**src/rtl/color_detect_pkg.sv**
```systemverilog
// Shared constants, state encoding and channel helpers for the frame-buffer colour scanner.
package color_detect_pkg;

    localparam int R_MSB = 11;
    localparam int R_LSB = 8;
    localparam int G_MSB = 7;
    localparam int G_LSB = 4;
    localparam int B_MSB = 3;
    localparam int B_LSB = 0;

    localparam int DEF_H_RES = 640;
    localparam int DEF_V_RES = 480;

    localparam int COUNT_W = 19;
    localparam int SUM_W   = 28;
    localparam int ADDR_W  = 19;
    localparam int X_W     = 10;
    localparam int Y_W     = 9;

    typedef enum logic [1:0] {
        IDLE  = 2'd0,
        SCAN  = 2'd1,
        DRAIN = 2'd2,
        DONE  = 2'd3
    } scan_state_e;

    // Inclusive unsigned window test for one 4-bit channel.
    function automatic logic chan_in_range(input logic [3:0] v,
                                           input logic [3:0] lo,
                                           input logic [3:0] hi);
        return (v >= lo) && (v <= hi);
    endfunction

endpackage

```
**src/rtl/color_match.sv**
```systemverilog
// Combinational RGB444 window classifier: high when every channel lies within [lo, hi].
module color_match
    import color_detect_pkg::*;
#(
    parameter int DATA_WIDTH = 12
) (
    input  logic [DATA_WIDTH-1:0] pixel,
    input  logic [11:0]           lo,
    input  logic [11:0]           hi,
    output logic                  match
);

    // Per-channel window test; an inverted window (lo > hi) can never match.
    always_comb begin
        match = chan_in_range(pixel[R_MSB:R_LSB], lo[R_MSB:R_LSB], hi[R_MSB:R_LSB])
             && chan_in_range(pixel[G_MSB:G_LSB], lo[G_MSB:G_LSB], hi[G_MSB:G_LSB])
             && chan_in_range(pixel[B_MSB:B_LSB], lo[B_MSB:B_LSB], hi[B_MSB:B_LSB]);
    end

endmodule

```
**src/rtl/fb_color_scan.sv**
```systemverilog
// Raster-scans the frame buffer and accumulates colour-match count and centroid sums.
// Optional bounding-box tracking is enabled by defining FB_COLOR_SCAN_BBOX_EN.
module fb_color_scan
    import color_detect_pkg::*;
#(
    parameter int DATA_WIDTH = 12,
    parameter int H_RES      = DEF_H_RES,
    parameter int V_RES      = DEF_V_RES,
    parameter int RD_LATENCY = 1
) (
    input  logic                  i_clk,
    input  logic                  i_rst,
    input  logic                  i_start,
    input  logic [11:0]           i_lo,
    input  logic [11:0]           i_hi,
    output logic [ADDR_W-1:0]     o_raddr,
    input  logic [DATA_WIDTH-1:0] i_rdata,
    output logic                  o_busy,
    output logic                  o_done,
    output logic [COUNT_W-1:0]    o_count,
    output logic [SUM_W-1:0]      o_sumx,
    output logic [SUM_W-1:0]      o_sumy,
    output logic [X_W-1:0]        o_xmin,
    output logic [X_W-1:0]        o_xmax,
    output logic [Y_W-1:0]        o_ymin,
    output logic [Y_W-1:0]        o_ymax
);

    localparam logic [ADDR_W-1:0] LAST_ADDR  = ADDR_W'(H_RES * V_RES - 1);
    localparam logic [X_W-1:0]    X_LAST     = X_W'(H_RES - 1);
    localparam logic [2:0]        DRAIN_LAST = 3'(RD_LATENCY - 1);

    scan_state_e         state_r;
    logic [X_W-1:0]      x_r;
    logic [Y_W-1:0]      y_r;
    logic [ADDR_W-1:0]   raddr_r;
    logic [11:0]         lo_r;
    logic [11:0]         hi_r;
    logic [2:0]          drain_cnt_r;
    logic                busy_r;
    logic                done_r;
    logic [COUNT_W-1:0]  acc_cnt_r;
    logic [SUM_W-1:0]    acc_sx_r;
    logic [SUM_W-1:0]    acc_sy_r;
    logic [COUNT_W-1:0]  count_r;
    logic [SUM_W-1:0]    sumx_r;
    logic [SUM_W-1:0]    sumy_r;

    logic                pipe_vld_r [RD_LATENCY];
    logic [X_W-1:0]      pipe_x_r   [RD_LATENCY];
    logic [Y_W-1:0]      pipe_y_r   [RD_LATENCY];

    logic                match_s;
    logic                hit_s;
    logic                start_acc_s;
    logic [X_W-1:0]      tag_x_s;
    logic [Y_W-1:0]      tag_y_s;

    assign start_acc_s = (state_r == IDLE) && i_start;
    assign tag_x_s     = pipe_x_r[RD_LATENCY-1];
    assign tag_y_s     = pipe_y_r[RD_LATENCY-1];
    assign hit_s       = pipe_vld_r[RD_LATENCY-1] && match_s;

    color_match #(.DATA_WIDTH(DATA_WIDTH)) u_match (
        .pixel (i_rdata),
        .lo    (lo_r),
        .hi    (hi_r),
        .match (match_s)
    );

    // Coordinate tag pipeline aligned with the buffer read latency.
    always_ff @(posedge i_clk) begin
        if (i_rst) begin
            for (int i = 0; i < RD_LATENCY; i++) begin
                pipe_vld_r[i] <= 1'b0;
                pipe_x_r[i]   <= '0;
                pipe_y_r[i]   <= '0;
            end
        end else begin
            pipe_vld_r[0] <= (state_r == SCAN);
            pipe_x_r[0]   <= x_r;
            pipe_y_r[0]   <= y_r;
            for (int i = 1; i < RD_LATENCY; i++) begin
                pipe_vld_r[i] <= pipe_vld_r[i-1];
                pipe_x_r[i]   <= pipe_x_r[i-1];
                pipe_y_r[i]   <= pipe_y_r[i-1];
            end
        end
    end

    // Scan control FSM with address generation and result publication.
    always_ff @(posedge i_clk) begin
        if (i_rst) begin
            state_r     <= IDLE;
            x_r         <= '0;
            y_r         <= '0;
            raddr_r     <= '0;
            lo_r        <= '0;
            hi_r        <= '0;
            drain_cnt_r <= 3'd0;
            busy_r      <= 1'b0;
            done_r      <= 1'b0;
            count_r     <= '0;
            sumx_r      <= '0;
            sumy_r      <= '0;
        end else begin
            done_r <= 1'b0;
            case (state_r)
                IDLE: begin
                    if (i_start) begin
                        state_r <= SCAN;
                        busy_r  <= 1'b1;
                        lo_r    <= i_lo;
                        hi_r    <= i_hi;
                        raddr_r <= '0;
                        x_r     <= '0;
                        y_r     <= '0;
                    end
                end
                SCAN: begin
                    if (raddr_r == LAST_ADDR) begin
                        state_r     <= DRAIN;
                        drain_cnt_r <= 3'd0;
                    end else begin
                        raddr_r <= raddr_r + 19'd1;
                        if (x_r == X_LAST) begin
                            x_r <= '0;
                            y_r <= y_r + 9'd1;
                        end else begin
                            x_r <= x_r + 10'd1;
                        end
                    end
                end
                DRAIN: begin
                    if (drain_cnt_r == DRAIN_LAST) begin
                        state_r <= DONE;
                    end else begin
                        drain_cnt_r <= drain_cnt_r + 3'd1;
                    end
                end
                DONE: begin
                    state_r <= IDLE;
                    busy_r  <= 1'b0;
                    done_r  <= 1'b1;
                    count_r <= acc_cnt_r;
                    sumx_r  <= acc_sx_r;
                    sumy_r  <= acc_sy_r;
                end
                default: begin
                    state_r <= IDLE;
                    busy_r  <= 1'b0;
                end
            endcase
        end
    end

    // Match count and coordinate sum accumulators.
    always_ff @(posedge i_clk) begin
        if (i_rst || start_acc_s) begin
            acc_cnt_r <= '0;
            acc_sx_r  <= '0;
            acc_sy_r  <= '0;
        end else if (hit_s) begin
            acc_cnt_r <= acc_cnt_r + COUNT_W'(1);
            acc_sx_r  <= acc_sx_r + SUM_W'(tag_x_s);
            acc_sy_r  <= acc_sy_r + SUM_W'(tag_y_s);
        end
    end

`ifdef FB_COLOR_SCAN_BBOX_EN
    logic [X_W-1:0] acc_xmin_r, acc_xmax_r, xmin_r, xmax_r;
    logic [Y_W-1:0] acc_ymin_r, acc_ymax_r, ymin_r, ymax_r;

    // Bounding-box trackers: mins start at all-ones, maxes at zero.
    always_ff @(posedge i_clk) begin
        if (i_rst || start_acc_s) begin
            acc_xmin_r <= '1;
            acc_xmax_r <= '0;
            acc_ymin_r <= '1;
            acc_ymax_r <= '0;
        end else if (hit_s) begin
            if (tag_x_s < acc_xmin_r) acc_xmin_r <= tag_x_s;
            if (tag_x_s > acc_xmax_r) acc_xmax_r <= tag_x_s;
            if (tag_y_s < acc_ymin_r) acc_ymin_r <= tag_y_s;
            if (tag_y_s > acc_ymax_r) acc_ymax_r <= tag_y_s;
        end
    end

    // Publish the box; an empty match set reports an all-zero box.
    always_ff @(posedge i_clk) begin
        if (i_rst || (state_r == DONE && acc_cnt_r == '0)) begin
            xmin_r <= '0;
            xmax_r <= '0;
            ymin_r <= '0;
            ymax_r <= '0;
        end else if (state_r == DONE) begin
            xmin_r <= acc_xmin_r;
            xmax_r <= acc_xmax_r;
            ymin_r <= acc_ymin_r;
            ymax_r <= acc_ymax_r;
        end
    end

    assign o_xmin = xmin_r;
    assign o_xmax = xmax_r;
    assign o_ymin = ymin_r;
    assign o_ymax = ymax_r;
`else
    assign o_xmin = '0;
    assign o_xmax = '0;
    assign o_ymin = '0;
    assign o_ymax = '0;
`endif

    assign o_raddr = raddr_r;
    assign o_busy  = busy_r;
    assign o_done  = done_r;
    assign o_count = count_r;
    assign o_sumx  = sumx_r;
    assign o_sumy  = sumy_r;

endmodule

```
**config.mk**
```make
export PLATFORM = sky130hd
export DESIGN_NAME = fb_color_scan
export DESIGN_NICKNAME = d
export VERILOG_FILES = /design/src/rtl/color_detect_pkg.sv /design/src/rtl/color_match.sv /design/src/rtl/fb_color_scan.sv
export SDC_FILE = /design/constraint.sdc
export NUM_CORES = 1
export LEC_CHECK = 0
export CAP_MARGIN = 30
export CORE_MARGIN = 2
export CORE_UTILIZATION = 54
export CTS_CLUSTER_DIAMETER = 30
export DETAILED_ROUTE_END_ITERATION = 6
export PLACE_DENSITY = 0.8
export SKIP_CTS_REPAIR_TIMING = 1
export SYNTH_ARGS = -nofsm -noshare
export SYNTH_HDL_FRONTEND = slang
export SYNTH_HIERARCHICAL = 1
export SYNTH_SLANG_ARGS = --single-unit
```
**constraint.sdc**
```tcl
create_clock -name i_clk -period 3.8 [get_ports i_clk]
set_clock_uncertainty 0.2 [all_clocks]
set_input_delay 0.76 -clock i_clk [delete_from_list [all_inputs] [get_ports i_clk]]
set_output_delay 0.76 -clock i_clk [all_outputs]
set_load 0.01 [all_outputs]
```
==> summary.md <==
| Metric | Value |
|---|---|
| Status | finished clean |
| Chip Height | 147 um |
| H-tree depth | 2 |
| Post-DP HPWL | 16,300 um |
| Post-synth EDFFs | 0 |
| Core area | 20,100 um2 |
| Clk slew on worst S/H paths | 0.06 ns |
| Predominant post-synthesis flop cell | dfxtp_1 |
| Syn Std Cell Area | 11,000 um2 |
| Distinct cell type count after synthesis | 61 |
| Crit Path Category | primary input to flop |
| CP Launch Type | primary input |
| Max Cap Violations | 0 |
| Largest net degree at the start of global routing | 77 |
| Num rows | 52 |
| Post-Syn Instances | 1,264 |
| Rel. slew slack | 0.437 |
| DRC violations left | 0 |
| CTS tree | yes |
| Drt pass-1 iters | 5 |
| Synth top area cells | dfxtp_1 (44%), mux2i_1 (6.9%), nor2_1 (6.4%) |
| Synth area leader | dfxtp_1 |
| Top fanout value on the critical path | 10 |
| CP dominant cell by count | o22ai_1 |
| CP endpoint kind | flop |
| # diodes | 0 |
| Initial DRC count | 362 |
| Peak supply drop | 0.000459 V |
| Seq/Total Area, Yosys | 0.436 |
| Via count | 9,008 |
| TritonCTS sink count | 239 |
| Fmax | 295 MHz |
| Clk_lat worst skew | 0.54 ns |
| Total power | 7.37 mW |
| Antenna-violating nets left | 0 |
| Root Buffer | clkbuf_16 |
| Vias in the first global route | 8,566 |
| Cell family with the largest share of critical-path delay | compound AO/OA/AOI/OAI gates |
| Max incr delay on CP | 0.47 ns |
| Total GRT Usage | 0.222 |
| Drt total wl | 24,400 um |
| Slew Limit Fails | 0 |
| Final Wtd Congestion | 0.878 |
| Area Growth Syn to Fin | 27.1% |
| Synth warn | 6 |
| Yosys reg bits | 239 |
| Hold WC Path Type | flop to flop |
| Slew @ Worst Pin | 0.845 ns |
| Minimum clock period | 3.39 ns |
| Starting Density | 0.546 |
| Worst Hold Slack | 0.253 ns |
| Grt ovf | 0 |
| Yosys top cell area share | 0.436 |
| CTS max path bufs | 3 |
| CTS Buf Count | 41 |
| Pwr Density | 528 nW/um2 |
| Worst Path Buf+Inv | 2 |
| Leakage power | 5.04 nW |
| Average size of a mapped cell | 8.69 um2 |
| Die X | 147 um |
| Unrepaired setup endpoints after global routing | false |
| Die area | 21,500 um2 |
| Nets | 1,502 |
| Final hold violations | 0 |
| Critical Path AT | 3.66 ns |
| Routed len/inst | 14.3 um |
| Wire length of the first global-routing pass | 40,200 um |
| Post-synth ARST share | 0 |
| Initial antenna violation count | 0 |
| Setup violators final | 0 |
| IO Pins | 173 |
| DR vias/cell | 5.27 |
| Slowest-stage cell, CP | or3_2 |
| Worst Path Required | 4.07 ns |
| Share of post-route cells with drive strength above 1 | 0.0806 |
| Tcrit/Tclk final | 0.893 |
| Port Buffers | 134 |
| Crit path cell chain | clkdlybuf4s50_1 > ha_1 > a21oi_2 > o22ai_1 > o22ai_1 > o21ai_1 > nor3_2 > buf_4 > and3_1 > a21bo_2 > a21o_1 > or3_2 > a21oi_1 |
## kinds of logic (layout without fill, tap and decap cells)
logic type,after synthesis,after routing,synth area share
and+or+nand+nor,471,471,0.197
muxes,76,76,0.0693
DFF,239,239,0.436
other,1,38,0.000341
AOI/OAI and AO/OA,191,191,0.102
buffers and inverters,151,290,0.0678
xor gates and xnor gates,80,80,0.0638
adders and majority gates,55,55,0.0640
## tightest hold or removal path, stage by stage, from the launching register on
cell and delay, ns:
dfxtp_1 0.30, nand2_1 0.05, a21oi_1 0.05
## cell usage in the layout, fill, tap and decap left out, types with 9 or more instances in the layout
cell | synthesis | layout
nor3_1 | 13 | 13
nor2b_1 | 20 | 20
nor2_1 | 188 | 188
clkdlybuf4s50_1 | 0 | 133
inv_1 | 56 | 56
and3_1 | 9 | 9
buf_4 | 38 | 24
o21ai_1 | 9 | 10
nand4_1 | 24 | 24
conb_1 | 1 | 38
nor4_1 | 10 | 10
a21oi_1 | 94 | 94
mux2i_1 | 76 | 76
nand2_1 | 116 | 116
ha_1 | 53 | 52
clkbuf_16 | 0 | 41
o21ai_0 | 30 | 29
xnor2_1 | 54 | 54
xor2_1 | 26 | 26
or3_1 | 15 | 15
a211oi_1 | 20 | 20
dfxtp_1 | 239 | 239
nand3_1 | 46 | 46
## final timing paths
check / from / slack, ns / cells past startpoint / to
worst max-delay path: i_rdata[10] / 0.41 / 13 / acc_sy_r[14]
worst min-delay path: lo_r[2] / 0.25 / 2 / lo_r[2]
worst max register to register: hi_r[10] / 0.72 / 13 / acc_sy_r[14]
worst min register to register: lo_r[2] / 0.25 / 2 / lo_r[2]
## flip-flops by register name, indices dropped and copies added, names as in the netlist
| register | count |
|---|---|
| acc_cnt_r | 19 |
| o_count | 19 |
| pipe_vld_r | 1 |
| acc_sy_r | 28 |
| x_r | 10 |
| o_busy | 1 |
| o_sumx | 28 |
| lo_r | 12 |
| hi_r | 12 |
| o_raddr | 19 |
| state_r | 2 |
| acc_sx_r | 28 |
| o_done | 1 |
| y_r | 9 |
| drain_cnt_r | 3 |
| pipe_x_r | 10 |
| pipe_y_r | 9 |
| o_sumy | 28 |
## cell usage after synthesis, drive strengths merged, types with 2 or more instances
library cell and count:
a21o 6, and3 9, or4 3, nand3 46, a32oi 2, and2 5, nand4 26, mux2i 76
o31ai 4, nand2b 8, xor2 26, nor4 10, nor3 14, o211ai 5, nand2 116, fa 2
nor2b 20, a211oi 20, inv 56, a21oi 95, o21a 3, o21bai 2, buf 55, nor2 189
ha 53, or2 4, clkbuf 40, or3 17, a2111oi 2, xnor2 54, dfxtp 239, o22ai 2
o21ai 40
## cell type report
| cell class | instances | area [um2] |
|---|---|---|
| well taps | 270 | 338 |
| repair buffers | 159 | 1550 |
| inverters | 56 | 210 |
| clock inverters | 28 | 370 |
| fillers | 1520 | 6140 |
| clock buffers | 47 | 1100 |
| flip-flops and latches | 239 | 4780 |
| multi-input cells | 911 | 5610 |
## metal layers
layer,vias to the layer above,track usage,routed length [um]
met4,0,0.0709,464
met5,-,0,0
li1,4529,-,-
met2,209,0.379,11800
met1,4230,0.285,11000
met3,40,0.0425,1060
## power breakdown
group / switching (mW) / internal [mW] / total (mW)
registers: 0.0620 / 2.59 / 2.65
logic: 0.584 / 0.318 / 0.902
clock network: 1.35 / 2.46 / 3.82
## stage by stage
stage	setup WS, ns	std cells	utilization	setup TNS [ns]	area [um2]
floorplan	0.565	1301	-	0	11100
global placement	-0.00704	1635	0.621	-0.00704	12500
detailed placement	-0.0948	1635	0.621	-0.181	12500
CTS	0.459	1710	0.694	0	14000
global route	0.268	1710	0.694	0	14000
finish	0.407	1710	0.694	0	14000
Note: power is estimated with default switching activity, not from simulation.
